$ cat config.mk
export PLATFORM = sky130hd
export DESIGN_NAME = uart_tx_engine
export DESIGN_NICKNAME = d
export VERILOG_FILES = /design/src/rtl/uart_tx_engine.sv
export SDC_FILE = /design/constraint.sdc
export NUM_CORES = 1
export LEC_CHECK = 0
export ABC_CLOCK_PERIOD_IN_PS = 4800
export CAP_MARGIN = 20
export CORE_MARGIN = 4
export CORE_UTILIZATION = 45
export DETAILED_ROUTE_END_ITERATION = 8
export MAX_ROUTING_LAYER = met4
export PLACE_DENSITY = 0.72
export SETUP_SLACK_MARGIN = 0.05
export SLEW_MARGIN = 20
export SYNTH_ARGS = -nofsm -noshare
export SYNTH_HDL_FRONTEND = slang
export SYNTH_SLANG_ARGS = --single-unit
$ cat constraint.sdc
create_clock -name clk -period 4.8 [get_ports clk]
set_input_delay 0.48 -clock clk [delete_from_list [all_inputs] [get_ports clk]]
set_output_delay 0.48 -clock clk [all_outputs]
set_load 0.02 [all_outputs]
$ cat src/rtl/uart_tx_engine.sv
// UART transmit serializer: pops bytes from a first-word-fall-through FIFO and emits start/data/parity/stop.
// Latency: fifo_pop, tx (start bit) and tsre change on the edge after IDLE sees en=1 with a non-empty FIFO.
// Backpressure: pops only when en=1 and the FIFO is non-empty; en gates new frames, never an active one.
module uart_tx_engine #(
    parameter int OVERSAMPLE = 16
) (
    input  logic       clk,
    input  logic       rst,
    input  logic       baud_pulse,
    input  logic       en,
    input  logic       fifo_empty,
    input  logic [7:0] fifo_dout,
    input  logic [1:0] wls,
    input  logic       stb,
    input  logic       pen,
    input  logic       eps,
    input  logic       sp,
    input  logic       set_break,
    output logic       fifo_pop,
    output logic       tx,
    output logic       tsre
);

    // The tick counter must reach 2*OVERSAMPLE-1 to time a two-bit stop period in one pass.
    localparam int TW = $clog2(2 * OVERSAMPLE);
    localparam logic [TW-1:0] BIT_LAST    = TW'(OVERSAMPLE - 1);
    localparam logic [TW-1:0] STOP2_LAST  = TW'(2 * OVERSAMPLE - 1);
    localparam logic [TW-1:0] STOP15_LAST = TW'(3 * OVERSAMPLE / 2 - 1);
    localparam logic [TW-1:0] TICK_ONE    = TW'(1);

    typedef enum logic [2:0] {
        IDLE,
        START,
        DATA,
        PARITY,
        STOP
    } state_t;

    state_t        state_q, state_n;
    logic [TW-1:0] tick_q, tick_n;
    logic [2:0]    bit_q, bit_n;
    logic [7:0]    shreg_q, shreg_n;
    logic [1:0]    wls_q, wls_n;
    logic          stb_q, stb_n;
    logic          pen_q, pen_n;
    logic          par_q, par_n;
    logic          tx_q, tx_n;
    logic          tsre_q, tsre_n;
    logic          pop_q, pop_n;

    logic          load;
    logic          bit_end;
    logic          stop_end;
    logic [TW-1:0] stop_last;
    logic [7:0]    data_mask;
    logic          data_xor;
    logic          par_load;
    logic          tx_fsm;

    // Stop length comes from the frozen frame config, not the live LCR inputs.
    always_comb begin
        stop_last = BIT_LAST;
        if (stb_q) begin
            stop_last = (wls_q == 2'b00) ? STOP15_LAST : STOP2_LAST;
        end
    end

    // Parity of the incoming byte is resolved at load time, masked to the selected word length.
    always_comb begin
        data_mask = 8'hFF;
        case (wls)
            2'b00:   data_mask = 8'h1F;
            2'b01:   data_mask = 8'h3F;
            2'b10:   data_mask = 8'h7F;
            default: data_mask = 8'hFF;
        endcase
        data_xor = ^(fifo_dout & data_mask);
        par_load = sp ? ~eps : (eps ? data_xor : ~data_xor);
    end

    // Next-state, counters, shift register and registered-output values.
    always_comb begin
        state_n  = state_q;
        tick_n   = tick_q;
        bit_n    = bit_q;
        shreg_n  = shreg_q;
        wls_n    = wls_q;
        stb_n    = stb_q;
        pen_n    = pen_q;
        par_n    = par_q;
        load     = 1'b0;
        bit_end  = baud_pulse && (tick_q == BIT_LAST);
        stop_end = baud_pulse && (tick_q == stop_last);

        case (state_q)
            IDLE: begin
                if (en && !fifo_empty) begin
                    load = 1'b1;
                end
            end
            START: begin
                if (bit_end) begin
                    tick_n  = '0;
                    bit_n   = 3'd0;
                    state_n = DATA;
                end else if (baud_pulse) begin
                    tick_n = tick_q + TICK_ONE;
                end
            end
            DATA: begin
                if (bit_end) begin
                    tick_n  = '0;
                    shreg_n = {1'b0, shreg_q[7:1]};
                    bit_n   = bit_q + 3'd1;
                    if (bit_q == ({1'b0, wls_q} + 3'd4)) begin
                        state_n = pen_q ? PARITY : STOP;
                    end
                end else if (baud_pulse) begin
                    tick_n = tick_q + TICK_ONE;
                end
            end
            PARITY: begin
                if (bit_end) begin
                    tick_n  = '0;
                    state_n = STOP;
                end else if (baud_pulse) begin
                    tick_n = tick_q + TICK_ONE;
                end
            end
            STOP: begin
                if (stop_end) begin
                    tick_n = '0;
                    if (en && !fifo_empty) begin
                        load = 1'b1;
                    end else begin
                        state_n = IDLE;
                    end
                end else if (baud_pulse) begin
                    tick_n = tick_q + TICK_ONE;
                end
            end
            default: begin
                state_n = IDLE;
            end
        endcase

        // A load restarts the frame regardless of where it came from; a tick in this cycle is dropped.
        if (load) begin
            state_n = START;
            tick_n  = '0;
            bit_n   = 3'd0;
            shreg_n = fifo_dout;
            wls_n   = wls;
            stb_n   = stb;
            pen_n   = pen;
            par_n   = par_load;
        end

        tx_fsm = 1'b1;
        case (state_n)
            START:   tx_fsm = 1'b0;
            DATA:    tx_fsm = shreg_n[0];
            PARITY:  tx_fsm = par_n;
            default: tx_fsm = 1'b1;
        endcase

        tx_n   = tx_fsm & ~set_break;
        tsre_n = (state_n == IDLE);
        pop_n  = load;
    end

    // State and output registers with synchronous active-low reset.
    always_ff @(posedge clk) begin
        if (!rst) begin
            state_q <= IDLE;
            tick_q  <= '0;
            bit_q   <= 3'd0;
            shreg_q <= 8'h00;
            wls_q   <= 2'b00;
            stb_q   <= 1'b0;
            pen_q   <= 1'b0;
            par_q   <= 1'b0;
            tx_q    <= 1'b1;
            tsre_q  <= 1'b1;
            pop_q   <= 1'b0;
        end else begin
            state_q <= state_n;
            tick_q  <= tick_n;
            bit_q   <= bit_n;
            shreg_q <= shreg_n;
            wls_q   <= wls_n;
            stb_q   <= stb_n;
            pen_q   <= pen_n;
            par_q   <= par_n;
            tx_q    <= tx_n;
            tsre_q  <= tsre_n;
            pop_q   <= pop_n;
        end
    end

    assign fifo_pop = pop_q;
    assign tx       = tx_q;
    assign tsre     = tsre_q;

endmodule

---- Yosys cells after proc, flatten, opt, wreduce, memory -nomap -nowiden ----
Index checks and enable logic that the tools add are counted.
storage, ports and cells
  memories ................................ 0
  register bits after elaboration ......... 27
  bits of input ports ..................... 20
  ROM bits ................................ 0
  word-level logic and storage cells ...... 81
  bits in writable memories ............... 0
  bits in latches ......................... 0
operators by class
  equal/unequal tests ..................... 14
  order comparisons ....................... 0
  $mul .................................... 0
  bitwise operators ....................... 6
  muxes and demuxes ....................... 29
  shift operators ......................... 0
  reductions and logical operators ........ 17
  div/mod/pow operators ................... 0
  add/sub/neg operators ................... 3
operators with widths
  cell                 number
  $mux 3               10
  $mux 8               3
  $pmux 8 s3           1
  $mux 5               4
  $pmux 3 s5           1
  $eq 3x2->1 const B   4
  $pmux 5 s2           1
  $and 8x8->8          1
  $reduce_bool 2->1    4
  $reduce_xor 8->1     1
  $eq 3x1->1 const B   2
  $logic_not 3->1      2
  $pmux 3 s2           1
  $add 5x1->5 const B  1
  $eq 5x4->1 const B   1
  $eq 5x5->1           1
  $mux 1               5
  $logic_not 2->1      2
  $mux 4               1
  $ne 2x2->1 const B   2
  $not 1->1            4
  $add 2x3->3 const B  1
  $add 3x1->3 const B  1
  $eq 3x3->1           1
  other kinds (12)     14

---- Longest topological paths before layout ----
Gate-level depths: netlist (run 1).
  depth after elaboration ................. 11
  depth in mapped cells ................... 9

---- Worst setup path before layout (run 1) ----
Ideal clock, no wire load.
  kind .................................... register to register
  start ................................... register tick_q[0]
  end ..................................... register tx_q, in the netlist tx
  cell stages (with the launch flop) ...... 10
  arrival ................................. 1887 ps
  setup slack ............................. 2780 ps
  path buffers ............................ 1
  path through ............................ dfxtp_1 -> ha_1 -> and3_1 -> ha_1 -> nand2_1 -> or2_1 -> buf_6 -> mux2_4 -> o2111ai_2 -> o311ai_1
on the way
  word-level cells in the longest chain between the ends .. 8
  elaborated cells on any way between the ends .. 21
  those cells by class .................... 5 x eq/ne; 13 x mux; 1 x bitwise; 2 x reduce/logical
ends and longest elaborated chain
  item                                         RTL line  RTL
  start: declaration                           40        logic [TW-1:0] tick_q, tick_n;
  start signal: assignment                     188       tick_q <= tick_n;
  $eq 5x5->1 or $eq 5x4->1 (tied branches)     93, 92
  $logic_and 1x1->1, on equally long branches  93, 92
  $mux 3 (tied with other cells)               131       if (stop_end) begin
  $pmux 3 s5 or $pmux 1 s2 (tied branches)     95        case (state_q)
  $mux 3                                       148       if (load) begin
  $eq 3x2->1 or $eq 3x1->1 (tied branches)     160       case (state_n)
  $pmux 1 s3 *                                 160
  $and 1x1->1 *                                167       tx_n = tx_fsm & ~set_break;
  end signal: assignment                       195       tx_q <= tx_n;
  end: declaration                             47        logic tx_q, tx_n;
Mark *: on every way between the ends. The rest lies on a longest branch, timed or not. The select of a mux whose other input is x is not followed.
A chain may end at the register's enable or synchronous reset.

---- Worst setup path in the final report (run 1) ----
Same ends and word-level chain as after synthesis.

==> results.ini, run 1 <==
[sta]
rsz0062_at_grt = no
period_minus_slack_ns = 2.349
fmax_mhz = 425.8
hold_violations = 0
setup_tns_ns = 0
slew_headroom_pct = 46.01
worst_slew_pin_slew_ns = 0.8077
setup_viol = 0
finalMaxSlewViolations = 0
fin_ws_ns = 2.451
skew_ns = 0.003851
fin_crit_sh_pct = 48.93

[critical_path]
critPathMaxStageDelay_ns = 0.42
cp_common_cell = ha_1
critPathKind = reg2reg
end_kind = register
critPathSlowestCell = or2_1
path_cells = ha_1, and3_1, ha_1, nand2_1, or2_1, mux2_4, and2b_2, o311ai_1
required_ns = 5.03
worstPathMaxFanout = 8
crit_arrival_ns = 2.58
start_kind = register

[logic_synthesis]
synth_top_family_by_area = simple AND/OR/NAND/NOR gates
synth_adder_area_share_pct = 2.447
yosys.area.top_type = dfxtp_1
synth_mux_area_share_pct = 4.894
async_flop_share_pct = 0
yosysWarnings = 0
synth_xor_area_share_pct = 8.075
synth-compound-area-share_pct = 19.82
synth-simple-area-share_pct = 23.65
ys_seq_area_share_pct = 35.24
synthFlopType = dfxtp_1
ys_types = 50
synth_area_um2 = 1534
synth_edf_count = 0
synth_seq_cells = 27
synthCells = 171
synthTopCellsByArea = dfxtp_1 35%, mux2i_1 3.9%, o21ai_0 3.6%
syn_area_per_cell_um2 = 8.971
synth_top_area_share_pct = 35.24
synth_nets = 194

[clock_network]
cts_buffer_depth = 2
cts-root-buf = clkbuf_4
cts.reportedPaths.clkPinSlew_ns = 0.14
h-tree-depth = 1
clock_sinks = 27
worstSkewPairLatency_ns = 0.32
ctsResizeCount = 0
cts_hold_buf = 0
cts_buffers = 3
cts_tree = yes
cts_setup_buffers = 0

[placed_design]
dp_slack_ns = 2.260
gp_congestion = 0.9129
portBuffers = 22
dp.cells = 228
dpl.hpwl_mm = 2.620

[finish]
area_growth_pct = 15.25
final_cell_mix = 27 x dfxtp_1, 22 x clkdlybuf4s50_1, 11 x o21ai_0
stdcell_count = 232
nFillCells = 329
drive_above_1_share_pct = 5.851
final_common_cell = dfxtp_1
fin_nets = 212
diodes = 0

[global_route]
antenna_found_initial = 0
grt_use_total_pct = 18.08
overflow = 0
grt_pass1_vias = 1285
grt_pass1_wl_mm = 6.099
grt_max_degree = 16

[floorplanning]
start_util_pct = 48.65
dieArea_um2 = 4407
die_h_um = 66.39
core_area_um2 = 3153
ios = 23
die_x_um = 66.39
core.rowCount = 20

[routing]
finalWirelength_mm = 3.380
drt-pass1-iter-count = 4
ant_nets = 0
initialDrtViolationCount = 86
viasPerCell = 5.819
drc = 0
avgRoutedWirePerCell_um = 14.57
num_vias = 1350

[power]
total_leakage_power_nw = 0.6917
power.share.switching_pct = 25.07
seqPwrFrac_pct = 59.3
clkPwrFrac_pct = 23.3
peakVddDrop_mv = 0.1233
p_sw_w = 0.0001023
combPwrFrac_pct = 17.4
internal_power_w = 0.0003058
powerDensity_nw_per_um2 = 230.9

[status]
status = finished, final reports clean

[job]
cap_violations = 0

[min_path]
hp-class = reg2reg

## worst paths after layout
| path | slack, ns | cells after the start | from | endpoint |
|---|---|---|---|---|
| max | 2.45 | 8 | tick_q[0] | tx |
| min | 0.51 | 2 | tick_q[1] | tick_q[1] |
| max reg2reg | 2.45 | 8 | tick_q[0] | tx |
| min reg2reg | 0.51 | 2 | tick_q[1] | tick_q[1] |
## power by group through the flow
stage | logic (W) | clock network, W | registers (W)
detailed placement | 0.0000710 | 0 | 0.000247
global route | 0.0000786 | 0.000108 | 0.000244
finish | 0.0000710 | 0.0000953 | 0.000242
global placement | 0.0000690 | 0 | 0.000246
CTS | 0.0000714 | 0.000100 | 0.000242
floorplan | 0.0000422 | 0 | 0.000246
## layer usage
layer	track usage [%]	part of all wire, %	up-vias
met4	4.061	0.92	0
li1	-	-	668
met5	-	0	-
met3	3.741	4.2	4
met2	27.14	47	36
met1	24.92	48	642
## logic make-up after synthesis
family | count (synthesis)
compound gates | 45
xor+xnor | 11
fa+ha+maj | 3
buf+inv | 15
flops | 27
mux | 7
simple gates | 63
## Yosys cell counts (4+ instances only)
master,number
nor2_1,7
inv_1,6
nand2_1,9
mux2i_1,6
xnor2_1,4
o21ai_0,11
nor3_1,8
a211oi_1,6
and3_1,5
xor2_1,5
nand3_1,9
dfxtp_1,27
clkbuf_1,4
buf_6,4
a21oi_1,10
## flip-flops by register name, summed over array words and instances, names as in the netlist
signal / count
tsre: 1
pen_q: 1
stb_q: 1
tick_q: 5
shreg_q: 8
fifo_pop: 1
bit_q: 3
tx: 1
par_q: 1
state_q: 3
wls_q: 2
## through the flow
step / total power [W] / area [um2] / hold slack, ns / utilization [%]
after floorplan: 0.0002880 / 1534 / 0.4537 / -
after global placement: 0.0003153 / 1742 / 0.4611 / 55.24
after detailed placement: 0.0003180 / 1742 / 0.4948 / 55.24
after CTS: 0.0004132 / 1768 / 0.5128 / 56.07
after global routing: 0.0004307 / 1768 / 0.5324 / 56.07
final: 0.0004081 / 1768 / 0.5058 / 56.07
## critical path: cells and delay by family, from the launching register on
family / cells / cell delay (ns)
compound gates: 1 / 0.23
fa+ha+maj: 2 / 0.43
mux: 1 / 0.27
simple gates: 4 / 0.97
flops: 1 / 0.36
## area by class of cell
type,count,area (um2),area share (%)
multi-input cells,129,903.4,51.10
flip-flops and latches,27,540.5,30.57
repair buffers,22,220.2,12.46
well taps,44,55.05,3.114
clock buffers,4,26.28,1.486
inverters,6,22.52,1.274
(Power assumes the default switching activity.)
==> run 2, diff against run 1 <==
Settings changed: ABC_CLOCK_PERIOD_IN_PS 4800 to 2000, PLACE_DENSITY 0.72 to 0.75.
Clock period 4.8 ns to 2 ns, I/O delays scaled along.
==> results.ini, run 2 (synthesis gave the netlist of run 1 again) <==
[status]
status = finished, final reports clean  ; unchanged

[finish]
area_growth_pct = 28.47  ; was 15.25%
fin_nets = 229  ; was 212
final_design_area_no_fill_um2 = 1971  ; was 1768 um2
final_common_cell = dfxtp_1  ; unchanged
largest_reg_flops = 8  ; unchanged
final_cell_mix = 25 x dfxtp_1, 22 x clkdlybuf4s50_1, 17 x buf_4  ; was 27 x dfxtp_1, 22 x clkdlybuf4s50_1, 11 x o21ai_0
drive_above_1_share_pct = 19.02  ; was 5.851%
reg.largest.list = shreg_q: 8 flops, tick_q: 5 flops  ; unchanged
diodes = 0  ; unchanged
nFillCells = 286  ; was 329
top_register = shreg_q  ; unchanged

[routing]
viasPerCell = 5.723  ; was 5.819
initialDrtViolationCount = 97  ; was 86
drt-pass1-iter-count = 4  ; unchanged
ant_nets = 0  ; unchanged
avgRoutedWirePerCell_um = 14.96  ; was 14.57 um
finalWirelength_mm = 3.725  ; was 3.380 mm
drc = 0  ; unchanged
num_vias = 1425  ; was 1350

[global_route]
antenna_found_initial = 0  ; unchanged
grt_pass1_wl_mm = 6.313  ; was 6.099 mm
grt_use_total_pct = 18.71  ; was 18.08%
overflow = 0  ; unchanged
grt_pass1_vias = 1412  ; was 1285
grt_max_degree = 15  ; was 16

[sta]
finalMaxSlewViolations = 0  ; unchanged
period_minus_slack_ns = 1.952  ; was 2.349 ns
fin_ws_ns = 0.04770  ; was 2.451 ns
fin_crit_sh_pct = 97.62  ; was 48.93%
worst_slew_pin_slew_ns = 0.4499  ; was 0.8077 ns
setup_viol = 0  ; unchanged
hold_violations = 0  ; unchanged
fmax_mhz = 512.2  ; was 425.8 MHz
slew_headroom_pct = 69.97  ; was 46.01%
skew_ns = 0.004391  ; was 0.003851 ns
rsz0062_at_grt = yes  ; was no

[placed_design]
dpl.hpwl_mm = 2.612  ; was 2.620 mm
gp_congestion = 0.7844  ; was 0.9129
placed_area_um2 = 1867  ; was 1742 um2
dp_slack_ns = -0.08498  ; was 2.260 ns
portBuffers = 22  ; unchanged

[power]
powerDensity_nw_per_um2 = 514.1  ; was 230.9 nW/um2
peakVddDrop_mv = 0.2633  ; was 0.1233 mV
total_leakage_power_nw = 0.7924  ; was 0.6917 nW
total_power_w = 0.001013  ; was 0.0004081 W

[critical_path]
worstPathMaxFanout = 4  ; was 8
end_kind = register  ; unchanged
crit_arrival_ns = 2.20  ; was 2.58 ns
start_kind = register  ; unchanged
critPathKind = reg2reg  ; unchanged
required_ns = 2.25  ; was 5.03 ns

[floorplanning]
start_util_pct = 48.65  ; unchanged
dieArea_um2 = 4407  ; unchanged
die_x_um = 66.39  ; unchanged
die_h_um = 66.39  ; unchanged
core_area_um2 = 3153  ; unchanged
core.rowCount = 20  ; unchanged
ios = 23  ; unchanged

[clock_network]
cts_buffer_depth = 2  ; unchanged
worstSkewPairLatency_ns = 0.33  ; was 0.32 ns
cts.reportedPaths.clkPinSlew_ns = 0.14  ; about the same
cts_buffers = 3  ; unchanged
cts-root-buf = clkbuf_4  ; unchanged
h-tree-depth = 1  ; unchanged
clock_sinks = 27  ; unchanged
cts_tree = yes  ; unchanged

[min_path]
hp-class = in2reg  ; was reg2reg

[job]
cap_violations = 0  ; unchanged

==> run 2: cell types whose count changed in the layout (fill, tap and decap cells not counted), sizes merged <==
cell,before,now
buf,0,17
==> run 2: worst max-delay path: stages, from the launching register on <==
cell and delay [ns]:
dfxtp_2 0.38, ha_4 0.14, and3_4 0.19, ha_4 0.14
nand3_1 0.14, nor4_2 0.17, o32ai_1 0.14, buf_4 0.18
and2b_2 0.19, o311ai_2 0.19
==> run 2: routing by layer <==
layer,track usage [%],vias to the layer above,routed length (um)
li1,-,704,-
met1,24.15,693,1688
met2,30.61,24,1882
met3,2.381,4,113
met4,5.330,0,40
met5,-,-,0
==> run 2: stage by stage <==
step / TNS [ns] / cells / utilization, % / hold slack [ns]
after floorplan: 0 / 171 / - / 0.3347
after global placement: -0.04578 / 242 / 59.21 / 0.4732
after detailed placement: -0.08498 / 242 / 59.21 / 0.4750
after CTS: 0 / 249 / 61.31 / 0.4136
after global routing: -0.04850 / 249 / 62.50 / 0.4367
final: 0 / 249 / 62.50 / 0.4136
==> run 2: layout make-up <==
cell class | count | area (um2) | area share, %
timing repair buffer | 39 | 347.8 | 17.65
multi-input combinational | 129 | 975.9 | 49.52
tap | 44 | 55.05 | 2.794
sequential | 27 | 543.0 | 27.56
clock buffer | 4 | 26.28 | 1.333
inverter | 6 | 22.52 | 1.143
==> run 2: final timing paths <==
kind,from,to,slack [ns],cells past startpoint
min,stb,stb_q,0.41,3
max reg2reg,tick_q[1],tx,0.05,9
max,tick_q[1],tx,0.05,9
min reg2reg,shreg_q[7],shreg_q[7],0.50,2
==> run 2: where the power goes <==
| part | switching (W) | leakage, nW | internal, W |
|---|---|---|---|
| clock network | 0.000162 | 0.0150 | 0.0000782 |
| logic | 0.0000891 | 0.556 | 0.000108 |
| registers | 0.0000143 | 0.221 | 0.000562 |
| total | 0.000265 | 0.792 | 0.000748 |
==> run 2: repair_timing <==
item                                    in CTS  in global routing
buffers inserted                             3                  0
hold buffers                                 0                  0
resized for setup                            3                  6
pin swaps                                    3                  1
endpoints found under the setup margin       1                  2
==> run 3, diff against run 2 <==
Settings changed: CTS_BUF_LIST from default to sky130_fd_sc_hd__clkbuf_4, GPL_TIMING_DRIVEN from default to 1.
==> results.ini, run 3 (synthesis gave the netlist of run 1 again) <==
[finish]
final_cell_mix = 25 x dfxtp_1, 22 x clkdlybuf4s50_1, 17 x buf_4  ; unchanged
multi_input_area_um2 = 975.9  ; unchanged
reg.largest.list = shreg_q: 8 flops, tick_q: 5 flops  ; unchanged
area_growth_pct = 28.71  ; was 28.47%
top_register = shreg_q  ; unchanged
final_common_cell = dfxtp_1  ; unchanged
largest_reg_flops = 8  ; unchanged
ff_latch_area_um2 = 543.0  ; unchanged
nFillCells = 286  ; unchanged
final_util_pct = 62.62  ; was 62.50%
drive_above_1_share_pct = 19.51  ; was 19.02%
fin_nets = 229  ; unchanged
diodes = 0  ; unchanged

[sta]
fmax_mhz = 513.3  ; was 512.2 MHz
fin_ws_ns = 0.05188  ; was 0.04770 ns
finalMaxSlewViolations = 0  ; unchanged
fin_crit_sh_pct = 97.41  ; was 97.62%
worst_slew_pin_slew_ns = 0.4574  ; was 0.4499 ns
rsz0062_at_grt = yes  ; unchanged
period_minus_slack_ns = 1.948  ; was 1.952 ns
setup_tns_ns = 0  ; unchanged
setup_viol = 0  ; unchanged
skew_ns = 0.001211  ; was 0.004391 ns
slew_headroom_pct = 69.41  ; was 69.97%
hold_violations = 0  ; unchanged

[critical_path]
reg2regPathDepth = 9  ; unchanged
worstPathMaxFanout = 4  ; unchanged
start_kind = register  ; unchanged
r2r_setup_slack_ns = 0.05  ; about the same
r2r_start = tick_q[1]  ; unchanged
cp_num_buf_inv = 1  ; unchanged
path_cells = ha_4, and3_4, ha_4, nand3_1, nor4_2, o32ai_1, buf_4, and2b_2, o311ai_2  ; unchanged
critPathKind = reg2reg  ; unchanged
required_ns = 2.25  ; about the same
cp_common_cell = ha_4  ; unchanged
cp_top_family = simple AND/OR/NAND/NOR gates  ; unchanged
cp-startpoint = tick_q[1]  ; unchanged
r2r_end = tx  ; unchanged
critPathMaxStageDelay_ns = 0.38  ; about the same
crit_arrival_ns = 2.20  ; about the same
critPathSlowestCell = dfxtp_2  ; unchanged
cp-endpoint = tx  ; unchanged
end_kind = register  ; unchanged
path_depth = 9  ; unchanged

[status]
status = finished, final reports clean  ; unchanged

[clock_network]
cts_buffers = 3  ; unchanged
cts_tree = yes  ; unchanged
cts.reportedPaths.clkPinSlew_ns = 0.14  ; about the same
clock_sinks = 27  ; unchanged
worstSkewPairLatency_ns = 0.33  ; about the same
h-tree-depth = 1  ; unchanged
cts_hold_buf = 0  ; unchanged
cts-root-buf = clkbuf_4  ; unchanged
cts_buffer_depth = 2  ; unchanged

[job]
cap_violations = 0  ; unchanged

[floorplanning]
die_h_um = 66.39  ; unchanged
die_x_um = 66.39  ; unchanged
core.rowCount = 20  ; unchanged
ios = 23  ; unchanged
core_area_um2 = 3153  ; unchanged
dieArea_um2 = 4407  ; unchanged
start_util_pct = 48.65  ; unchanged

[routing]
avgRoutedWirePerCell_um = 15.04  ; was 14.96 um
initialDrtViolationCount = 99  ; was 97
drt-pass1-iter-count = 4  ; unchanged
viasPerCell = 5.727  ; was 5.723
finalWirelength_mm = 3.744  ; was 3.725 mm
ant_nets = 0  ; unchanged
drc = 0  ; unchanged
num_vias = 1426  ; was 1425

[power]
total_leakage_power_nw = 0.7958  ; was 0.7924 nW
powerDensity_nw_per_um2 = 520.8  ; was 514.1 nW/um2
peakVddDrop_mv = 0.2632  ; was 0.2633 mV

[global_route]
grt_pass1_wl_mm = 6.313  ; unchanged
grt_use_total_pct = 18.75  ; was 18.71%
overflow = 0  ; unchanged
antenna_found_initial = 0  ; unchanged
grt_max_degree = 15  ; unchanged
grt_pass1_vias = 1402  ; was 1412

[min_path]
min_from = stb  ; unchanged
hp-class = in2reg  ; unchanged

[placed_design]
dp_slack_ns = -0.08498  ; unchanged
dpl.hpwl_mm = 2.612  ; unchanged
portBuffers = 22  ; unchanged
gp_congestion = 0.7844  ; unchanged

## run 3: final cells by class
cell class	instances	area share, %
clock buffer	4	1.521
inverter	6	1.141
multi-input combinational	129	49.43
sequential	27	27.50
tap	44	2.788
timing repair buffer	39	17.62
## run 3: repair_timing
action	4_1_cts	5_1_grt
resized for setup	3	6
buffers inserted	3	0
endpoints found under the hold margin	0	0
gates cloned	0	0
pin swaps	3	1
setup endpoints to repair	1	2
## run 3: tightest hold or removal path, delay by kind of cell
family	cells	cell delay (ns)
compound gates	1	0.05
buf+inv	1	0.40
simple gates	1	0.06
## run 3: worst min path at each step
stage                end  slack, ns  cells after the start
4_1_cts            stb_q       0.41                      3
3_5_place_dp   tick_q[1]       0.47                      2
5_1_grt            stb_q       0.44                      3
3_3_place_gp   tick_q[1]       0.47                      2
2_1_floorplan         tx       0.33                      1
6_report           stb_q       0.41                      3
## run 3: per-layer routing
layer | up-vias | track usage, % | wire (um)
met1 | 690 | 24.36 | 1687
met2 | 26 | 30.48 | 1860
met3 | 4 | 2.381 | 155
met4 | 0 | 5.330 | 40
li1 | 706 | - | -
met5 | - | - | 0
## run 3: stage by stage
step | power [W] | cells | cell area (um2) | hold WS, ns
floorplan | 0.0006920 | 171 | 1554 | 0.3347
global placement | 0.0007684 | 242 | 1867 | 0.4732
detailed placement | 0.0007745 | 242 | 1867 | 0.4750
CTS | 0.001028 | 249 | 1937 | 0.4126
global route | 0.001081 | 249 | 1974 | 0.4356
finish | 0.001028 | 249 | 1974 | 0.4149
## run 3: power breakdown
part	leakage [nW]	internal, W	total [W]	switching, W
sequential	0.221	0.000562	0.000576	0.0000142
combinational	0.556	0.000108	0.000197	0.0000894
clock	0.0184	0.0000918	0.000255	0.000163
total	0.796	0.000762	0.00103	0.000267
